`src/rtl/mult_result_collector_if.sv`:
```
// -----------------------------------------------------------------------------
// mult_result_collector_if
// Bundles the product-capture and downstream handshake signals of
// mult_result_collector.
//   slave  : the collector itself (receives products, serves the consumer)
//   master : the environment (upstream product stage + downstream consumer)
// Signals:
//   FinalProductin / in_valid / in_ready : upstream product capture
//   out_data / out_valid / out_ready     : downstream valid/ready handshake
//   count                                : buffer occupancy, 0..DEPTH
//   overflow                             : sticky "a valid product was dropped"
// -----------------------------------------------------------------------------
interface mult_result_collector_if #(
  parameter int WIDTH = 32,
  parameter int DEPTH = 4
);
  logic [WIDTH-1:0]         FinalProductin;
  logic                     in_valid;
  logic                     in_ready;
  logic [WIDTH-1:0]         out_data;
  logic                     out_valid;
  logic                     out_ready;
  logic [$clog2(DEPTH):0]   count;
  logic                     overflow;

  modport slave (
    input  FinalProductin,
    input  in_valid,
    output in_ready,
    output out_data,
    output out_valid,
    input  out_ready,
    output count,
    output overflow
  );

  modport master (
    output FinalProductin,
    output in_valid,
    input  in_ready,
    input  out_data,
    input  out_valid,
    output out_ready,
    input  count,
    input  overflow
  );
endinterface

```
`src/rtl/mult_result_collector.sv`:
```
// -----------------------------------------------------------------------------
// mult_result_collector
// Receiving end of the final-product register stage. Every product flagged
// valid is written into a DEPTH-entry first-word-fall-through FIFO and offered
// to the downstream consumer over a valid/ready handshake. The upstream
// pipeline never stalls, so a product arriving while the buffer is full is
// dropped and the sticky overflow flag is raised.
// Ports:
//   clock : rising-edge clock
//   reset : asynchronous active-low reset
//   io    : mult_result_collector_if.slave (product in, handshake out,
//           occupancy count, overflow flag)
// DEPTH must be a power of two (>= 2) so the pointers wrap by overflowing.
// -----------------------------------------------------------------------------
module mult_result_collector #(
  parameter int WIDTH = 32,
  parameter int DEPTH = 4
) (
  input  logic                    clock,
  input  logic                    reset,
  mult_result_collector_if.slave  io
);

  localparam int PW = $clog2(DEPTH);
  localparam int CW = $clog2(DEPTH) + 1;

  localparam logic [PW-1:0] PTR_ONE    = PW'(1);
  localparam logic [CW-1:0] COUNT_ONE  = CW'(1);
  localparam logic [CW-1:0] COUNT_ZERO = CW'(0);
  localparam logic [CW-1:0] COUNT_FULL = CW'(DEPTH);

  logic [WIDTH-1:0] mem_r [DEPTH];
  logic [PW-1:0]    wr_ptr_r;
  logic [PW-1:0]    rd_ptr_r;
  logic [CW-1:0]    count_r;
  logic             overflow_r;

  logic             full_s;
  logic             empty_s;
  logic             push_s;
  logic             pop_s;
  logic             drop_s;
  logic [CW-1:0]    count_nxt_s;

  // Handshake qualification. Full/empty come only from the registered count,
  // so a pop in the same cycle never makes room for an incoming product.
  always_comb begin
    full_s  = (count_r == COUNT_FULL);
    empty_s = (count_r == COUNT_ZERO);
    push_s  = io.in_valid & ~full_s;
    pop_s   = io.out_ready & ~empty_s;
    drop_s  = io.in_valid & full_s;
  end

  // Occupancy next-state: simultaneous push and pop leave the count unchanged.
  always_comb begin
    count_nxt_s = count_r;
    case ({push_s, pop_s})
      2'b10:   count_nxt_s = count_r + COUNT_ONE;
      2'b01:   count_nxt_s = count_r - COUNT_ONE;
      default: count_nxt_s = count_r;
    endcase
  end

  // Pointers, occupancy and sticky overflow flag.
  always_ff @(posedge clock or negedge reset) begin
    if (!reset) begin
      wr_ptr_r   <= '0;
      rd_ptr_r   <= '0;
      count_r    <= COUNT_ZERO;
      overflow_r <= 1'b0;
    end else begin
      if (push_s) begin
        wr_ptr_r <= wr_ptr_r + PTR_ONE;
      end
      if (pop_s) begin
        rd_ptr_r <= rd_ptr_r + PTR_ONE;
      end
      count_r <= count_nxt_s;
      if (drop_s) begin
        overflow_r <= 1'b1;
      end
    end
  end

  // Storage array; contents are don't-care after reset, so it has no reset.
  always_ff @(posedge clock) begin
    if (push_s) begin
      mem_r[wr_ptr_r] <= io.FinalProductin;
    end
  end

  // Outputs derive only from registered state. out_data is forced to zero
  // while empty so stale storage never leaks, including straight after reset.
  assign io.in_ready  = ~full_s;
  assign io.out_valid = ~empty_s;
  assign io.out_data  = empty_s ? {WIDTH{1'b0}} : mem_r[rd_ptr_r];
  assign io.count     = count_r;
  assign io.overflow  = overflow_r;

endmodule

```
`src/flat_wrapper.sv`:
```
// flat-port wrapper written by rule: the top's interface ports become plain ports
module mult_result_collector_flat 
#(
  parameter int WIDTH = 32,
  parameter int DEPTH = 4
)
  (clock, reset, io_FinalProductin, io_in_valid, io_in_ready, io_out_data, io_out_valid, io_out_ready, io_count, io_overflow);
  mult_result_collector_if #(.WIDTH(WIDTH), .DEPTH(DEPTH)) io_i ();
  input  logic clock;
  input  logic reset;
  input wire logic [$bits(io_i.FinalProductin)-1:0] io_FinalProductin;
  input wire logic [$bits(io_i.in_valid)-1:0] io_in_valid;
  output wire logic [$bits(io_i.in_ready)-1:0] io_in_ready;
  output wire logic [$bits(io_i.out_data)-1:0] io_out_data;
  output wire logic [$bits(io_i.out_valid)-1:0] io_out_valid;
  input wire logic [$bits(io_i.out_ready)-1:0] io_out_ready;
  output wire logic [$bits(io_i.count)-1:0] io_count;
  output wire logic [$bits(io_i.overflow)-1:0] io_overflow;
  assign io_i.FinalProductin = io_FinalProductin;
  assign io_i.in_valid = io_in_valid;
  assign io_in_ready = io_i.in_ready;
  assign io_out_data = io_i.out_data;
  assign io_out_valid = io_i.out_valid;
  assign io_i.out_ready = io_out_ready;
  assign io_count = io_i.count;
  assign io_overflow = io_i.overflow;
  mult_result_collector #(.WIDTH(WIDTH), .DEPTH(DEPTH)) u_core (.clock(clock), .reset(reset), .io(io_i));
endmodule
```
`config.mk`:
```
export PLATFORM = sky130hd
export DESIGN_NAME = mult_result_collector_flat
export DESIGN_NICKNAME = d
export VERILOG_FILES = /design/src/rtl/mult_result_collector_if.sv /design/src/rtl/mult_result_collector.sv /design/src/flat_wrapper.sv
export SDC_FILE = /design/constraint.sdc
export NUM_CORES = 1
export LEC_CHECK = 0
export ABC_AREA = 1
export ABC_CLOCK_PERIOD_IN_PS = 3500
export BUFFER_PORTS_ARGS = -buffer_cell sky130_fd_sc_hd__buf_2
export CORE_ASPECT_RATIO = 0.6
export CORE_MARGIN = 3
export CORE_UTILIZATION = 58
export DETAILED_ROUTE_END_ITERATION = 10
export GPL_TIMING_DRIVEN = 0
export HOLD_SLACK_MARGIN = 0.15
export PLACE_DENSITY = 0.8
export SLEW_MARGIN = 20
export SYNTH_ARGS = -nofsm -noshare
export SYNTH_HDL_FRONTEND = slang
export SYNTH_SLANG_ARGS = --single-unit
```
`constraint.sdc`:
```
create_clock -name clock -period 3.5 [get_ports clock]
set_input_delay 0.175 -clock clock [delete_from_list [all_inputs] [get_ports clock]]
set_output_delay 0.175 -clock clock [all_outputs]
set_load 0.01 [all_outputs]
```
; Word level (Yosys, flattened, before mapping)
; Memories as Yosys holds them, arrays and structs flattened.
; Cells that the tools add are included.
[totals]
out_inout_bits = 38
ff_bits = 8
input_bits = 36
word_cells = 23
n_memories = 1
ramBits = 128
[op_classes]
n_addsub = 4
bitwise = 5
n_reduce_logical = 2
n_mux = 4
eq_ne = 3
[memory_table]
columns = name, words, width, rd, rd_ports_with_merged_regs, wr, line
row1 = u_core.mem_r, 4, 32, 1, 0, 1, mult_result_collector.sv:32  ; logic [WIDTH-1:0] mem_r [DEPTH];
[op_table]
columns = operator, n
row1 = $mux W32, 1
row2 = $pmux W3 S2, 1
row3 = $add A2 B1 Y2 const B, 2
row4 = $add A3 B1 Y3 const B, 1
row5 = $and A1 B1 Y1, 3
row6 = $eq A3 B3 Y1 const B, 1
row7 = $logic_not A3 Y1, 1
row8 = $sub A3 B1 Y3 const B, 1
row9 = $eq A2 B1 Y1 const B, 1
row10 = $eq A2 B2 Y1 const B, 1
row11 = $mux W1, 2
row12 = $not A1 Y1, 2
row13 = $reduce_bool A2 Y1, 1

; Depth between registers and ports, before layout
[logic_depth]
word_depth = 5
ltp_mapped = 12
ltp_nobuf = 12

; Worst setup path before layout
; OpenSTA, ideal clock, no wires.
[synth_path]
path_type = register to register
from = register u_core.count_r[0] (netlist: u_core.io.count[0])
to = memory u_core.mem_r[0][0] (enable)
synth_period_minus_slack_ps = 2665
arrival_time_ps = 2244
slack_ps = 835
path_stages_with_launch = 5
cell_sequence = dfrtp_1 -> inv_2 -> nand3_1 -> nand2_1 -> nor2_1
[synth_between]
elab_chain_cells = 5
[synth_lines]
columns = item, line
row1 = from (decl), mult_result_collector.sv:35  ; logic [CW-1:0] count_r;
row2 = from (signal assigned), mult_result_collector.sv:79  ; count_r <= count_nxt_s;
row3 = $eq A3 B3 Y1, mult_result_collector.sv:48  ; full_s = (count_r == COUNT_FULL);
row4 = $not A1 Y1, -
row5 = named net io_in_ready, flat_wrapper.sv:13  ; output wire logic [$bits(io_i.in_ready)-1:0] io_in_ready;
row6 = $and A1 B1 Y1, mult_result_collector.sv:50  ; push_s = io.in_valid & ~full_s;
row7 = $mux W1, mult_result_collector.sv:88  ; if (push_s) begin
row8 = $mux W1 (implied by the code), mult_result_collector.sv:89  ; mem_r[wr_ptr_r] <= io.FinalProductin;
row9 = to (decl), mult_result_collector.sv:32
; The timed path passes the listed nets, and every way through them passes these cells.

; Worst setup path in the final report
[layout_path]
from = register u_core.count_r[0] (netlist: u_core.io.count[0])
to = register u_core.count_r[2] (netlist: u_core.io.count[2])
[layout_between]
elab_chain_cells = 5
elab_cells_between_ends = 12
cone_classes = add/sub: 2 / eq/ne: 3 / mux: 1 / bitwise: 4 / reduce/logical: 2
[layout_lines]
columns = item, line
row1 = $eq A3 B3 Y1 or $logic_not A3 Y1 (tied branches), "mult_result_collector.sv:48, mult_result_collector.sv:49"
row2 = "$not A1 Y1, on equally long branches", "mult_result_collector.sv:50, mult_result_collector.sv:51"
row3 = "$and A1 B1 Y1, on equally long branches", "mult_result_collector.sv:50, mult_result_collector.sv:51"
row4 = $eq A2 B1 Y1 or $eq A2 B2 Y1 (tied branches), mult_result_collector.sv:58  ; case ({push_s, pop_s})
row5 = $pmux W3 S2 or $reduce_bool A2 Y1 (tied branches), -
; Several ways; a longest one is shown, not always the timed one.
; A chain may end at the register's enable or synchronous reset.

==> summary.log <==
[clocking] maximum clock insertion buffer count 2
[route] iteration-0 DRC count of the detailed router 421
[route] average vias per placed instance 5.22
[worst_setup_path] Critical Path RT 3.81 ns
[logic_synthesis] syn_nets 607
[cells_and_area] Antenna diodes 0
[logic_synthesis] flops & latches, synth 136
[placed_design] cell area reported after detailed placement 6590 um^2
[worst_setup_path] category of the worst setup path capture point flip-flop
[sta] final hold slack 0.477 ns
[cells_and_area] Nets 739
[cells_and_area] area growth from synthesis to layout 26.6%
[sta] period utilisation layout 68.0%
[sta] transition at the pin with the smallest max-transition slack 0.586 ns
[logic_synthesis] synth unique cells 22
[sta] endpoints failing setup 0
[logic_synthesis] count of warnings emitted by yosys 0
[route] via count 4385
[placed_design] dpl hpwl 8510 um
[logic_synthesis] Mapped Area 5930 um^2
[power] post-layout total power 6.49 mW
[route] Antenna Nets Post-Route 0
[sta] setup repair after global routing missed its margin false
[worst_setup_path] worst stage delay on the critical path 0.45 ns
[logic_synthesis] portion of the post-synthesis area used by sequential elements 68.2%
[logic_synthesis] EDFF count, synth 128
[hold_path] type of the worst min-delay path flip-flop to flip-flop
[hold_path] Hold Path Cell Cnt 1
[cells_and_area] share of cells above drive strength 1 25.8%
[die] # rows 27
[worst_setup_path] depth of the worst register-to-register path 10
[worst_setup_path] crit-path most repeated cell nand2_1
[grt] number of global-route vias before repair 4289
[logic_synthesis] main flop type after synthesis edfxtp_1
[grt] pin count of the biggest net entering global routing 24
[cells_and_area] summed area of non-filler cells in the final layout 7510 um^2
[sta] Slew Viols, Final 0
[worst_setup_path] worst-path cell chain inv_2, nand3_1, nand2_1, ha_1, inv_1, fa_1, nand2_1, nand3_1, nand2_1, nand2_1
[clocking] root buffer cell clkbuf_16
[logic_synthesis] Async SR Flop Fraction 5.88%
[worst_setup_path] crit path DAT 2.69 ns
[die] die boundary height 84.3 um
[die] Core Region 9560 um^2
[sta] Achievable Freq 420 MHz
[logic_synthesis] average cell area after synthesis 10.5 um^2
[clocking] depth of the CTS H-tree 4
[die] starting utilization of the core area 62.1%
[power] Peak VDD IR 0.000589 V
[grt] wire length of the first global-routing pass 21800 um
[power] leakage component of the power 3.36 nW
[flow_run] MaxCap Viol Count 0
[cells_and_area] number of filler instances in the final layout 570
[sta] Worst Clk Skew 0.00704 ns
[route] drt total wl 14000 um
[placed_design] Buffers on Ports 73
[worst_setup_path] category of the worst setup path launch point flip-flop
[route] DRC Markers 0
[clocking] total number of clock tree sinks 136
[worst_setup_path] CP max FO 7
[grt] overall routing resource usage 25.4%
[placed_design] Final Wtd Congestion 0.791
[die] Die Area 11500 um^2
[route] routed length per instance 16.6 um
[placed_design] Cell Count Post-Placement 772
[die] width of the die 137 um
[power] power density cells 865 nW/um^2
[sta] post-layout min period 2.38 ns
[logic_synthesis] Post-Syn Instances 565
[clocking] clock network latency to the later pin of the worst-skew pair 0.42 ns
[sta] final number of hold-violating endpoints 0
[sta] worst slew margin relative to its limit 60.9%
[cells_and_area] fin cells 840
[clocking] TritonCTS Buffers 17
[route] Pre-antenna DRT Iters 5
[die] I/O pin count 74
[worst_setup_path] slowest cell on the critical path nand2_1
[grt] residual overflow from global routing 0
[worst_setup_path] category of the critical setup timing path flip-flop to flip-flop
[clocking] clock-pin slew of the registers on the worst-case setup and hold paths 0.06 ns
[clocking] CTS tree built
[status] outcome finished clean
[grt] initial antenna violation count 0
## cell type report
| type | instances | area (um^2) | area share, % |
|---|---|---|---|
| multi-input combinational | 260 | 1220 | 16.2 |
| buffer | 24 | 153 | 2.03 |
| clock inverter | 13 | 131 | 1.75 |
| inverter | 145 | 549 | 7.31 |
| tap | 130 | 163 | 2.17 |
| sequential | 136 | 4040 | 53.8 |
| clock buffer | 19 | 433 | 5.76 |
| timing repair buffer | 113 | 821 | 10.9 |
## metal layers
layer | global-route usage (%) | up-vias | part of all wire, %
met4 | 9.33 | 0 | 1.9
met3 | 6.95 | 30 | 8.9
li1 | - | 2056 | -
met2 | 42.8 | 235 | 50
met1 | 31.7 | 2064 | 39
met5 | 0 | - | 0
## kinds of logic after synthesis
group / count (synthesis) / synth area share [%]
AO/OA/AOI/OAI: 35 / 2.99
XOR/XNOR: 2 / 0.295
buffers and inverters: 169 / 11.8
AND/OR/NAND/NOR: 217 / 15.3
flip-flops: 136 / 68.2
adder cells (fa/ha/maj): 6 / 1.39
## power breakdown
part           internal (mW)  switching (mW)  leakage, nW  total, mW
sequential              2.15           0.120         1.27       2.27
combinational          0.888            1.63         1.83       2.52
clock                   1.04           0.663        0.265       1.70
total                   4.08            2.41         3.36       6.49
## flip-flops by register name (all words and copies together), names as in the netlist
register and count:
u_core.rd_ptr_r 2, u_core.mem_r 128, u_core.wr_ptr_r 2, u_core.io.overflow 1, u_core.io.count 3
## cells in the mapped netlist, types with 2 or more instances
cell type	n	area (um^2)
buf_6	6	67.6
clkinv_2	4	20.0
ha_1	5	62.6
edfxtp_1	128	3840
buf_2	11	55.1
nor2_1	4	15.0
dfrtp_1	8	200
clkinv_1	8	30.0
nand2_1	142	533
a21oi_1	32	160
inv_2	49	184
inv_1	84	315
clkbuf_1	6	22.5
xnor2_1	2	17.5
nand3_1	69	345
## worst max-delay path: cells and delay by family, from the launching register on
kind                       cells  cell delay (ns)
buffers and inverters          2             0.20
adders and majority gates      2             0.69
and+or+nand+nor                6             0.98
DFF                            1             0.40
## cell usage in the layout, fill, tap and decap left out, types with 9 or more instances in the layout
cell             n
edfxtp_1       128
clkbuf_16       17
nand2_1        142
inv_1           84
inv_2           49
dlygate4sd3_1   36
a21oi_1         32
buf_2           84
clkinv_2         9
nand3_1         69
## repair_timing
item	CTS	global route
resized for setup	0	0
hold endpoints to repair	141	0
hold buffers	36	0
buffers inserted	0	0
## through the flow
stage	setup WS [ns]	utilization [%]	setup TNS, ns
6_report	1.12	78.6	0
5_1_grt	0.973	78.6	0
4_1_cts	1.20	78.6	0
3_5_place_dp	1.26	68.9	0
3_3_place_gp	-0.0815	67.6	-6.97
2_1_floorplan	0.835	-	0
## path summary, 6_finish.rpt
path                       slack [ns]                 end          startpoint
min                              0.48  u_core.io.overflow  u_core.io.overflow
min reg2reg                      0.48  u_core.io.overflow  u_core.io.overflow
max in group asynchronous        2.41  u_core.wr_ptr_r[0]               reset
max                              1.12  u_core.io.count[2]  u_core.io.count[0]
min in group asynchronous        0.79  u_core.io.count[0]               reset
max reg2reg                      1.12  u_core.io.count[2]  u_core.io.count[0]
Note: power is estimated with default switching activity, not from simulation.
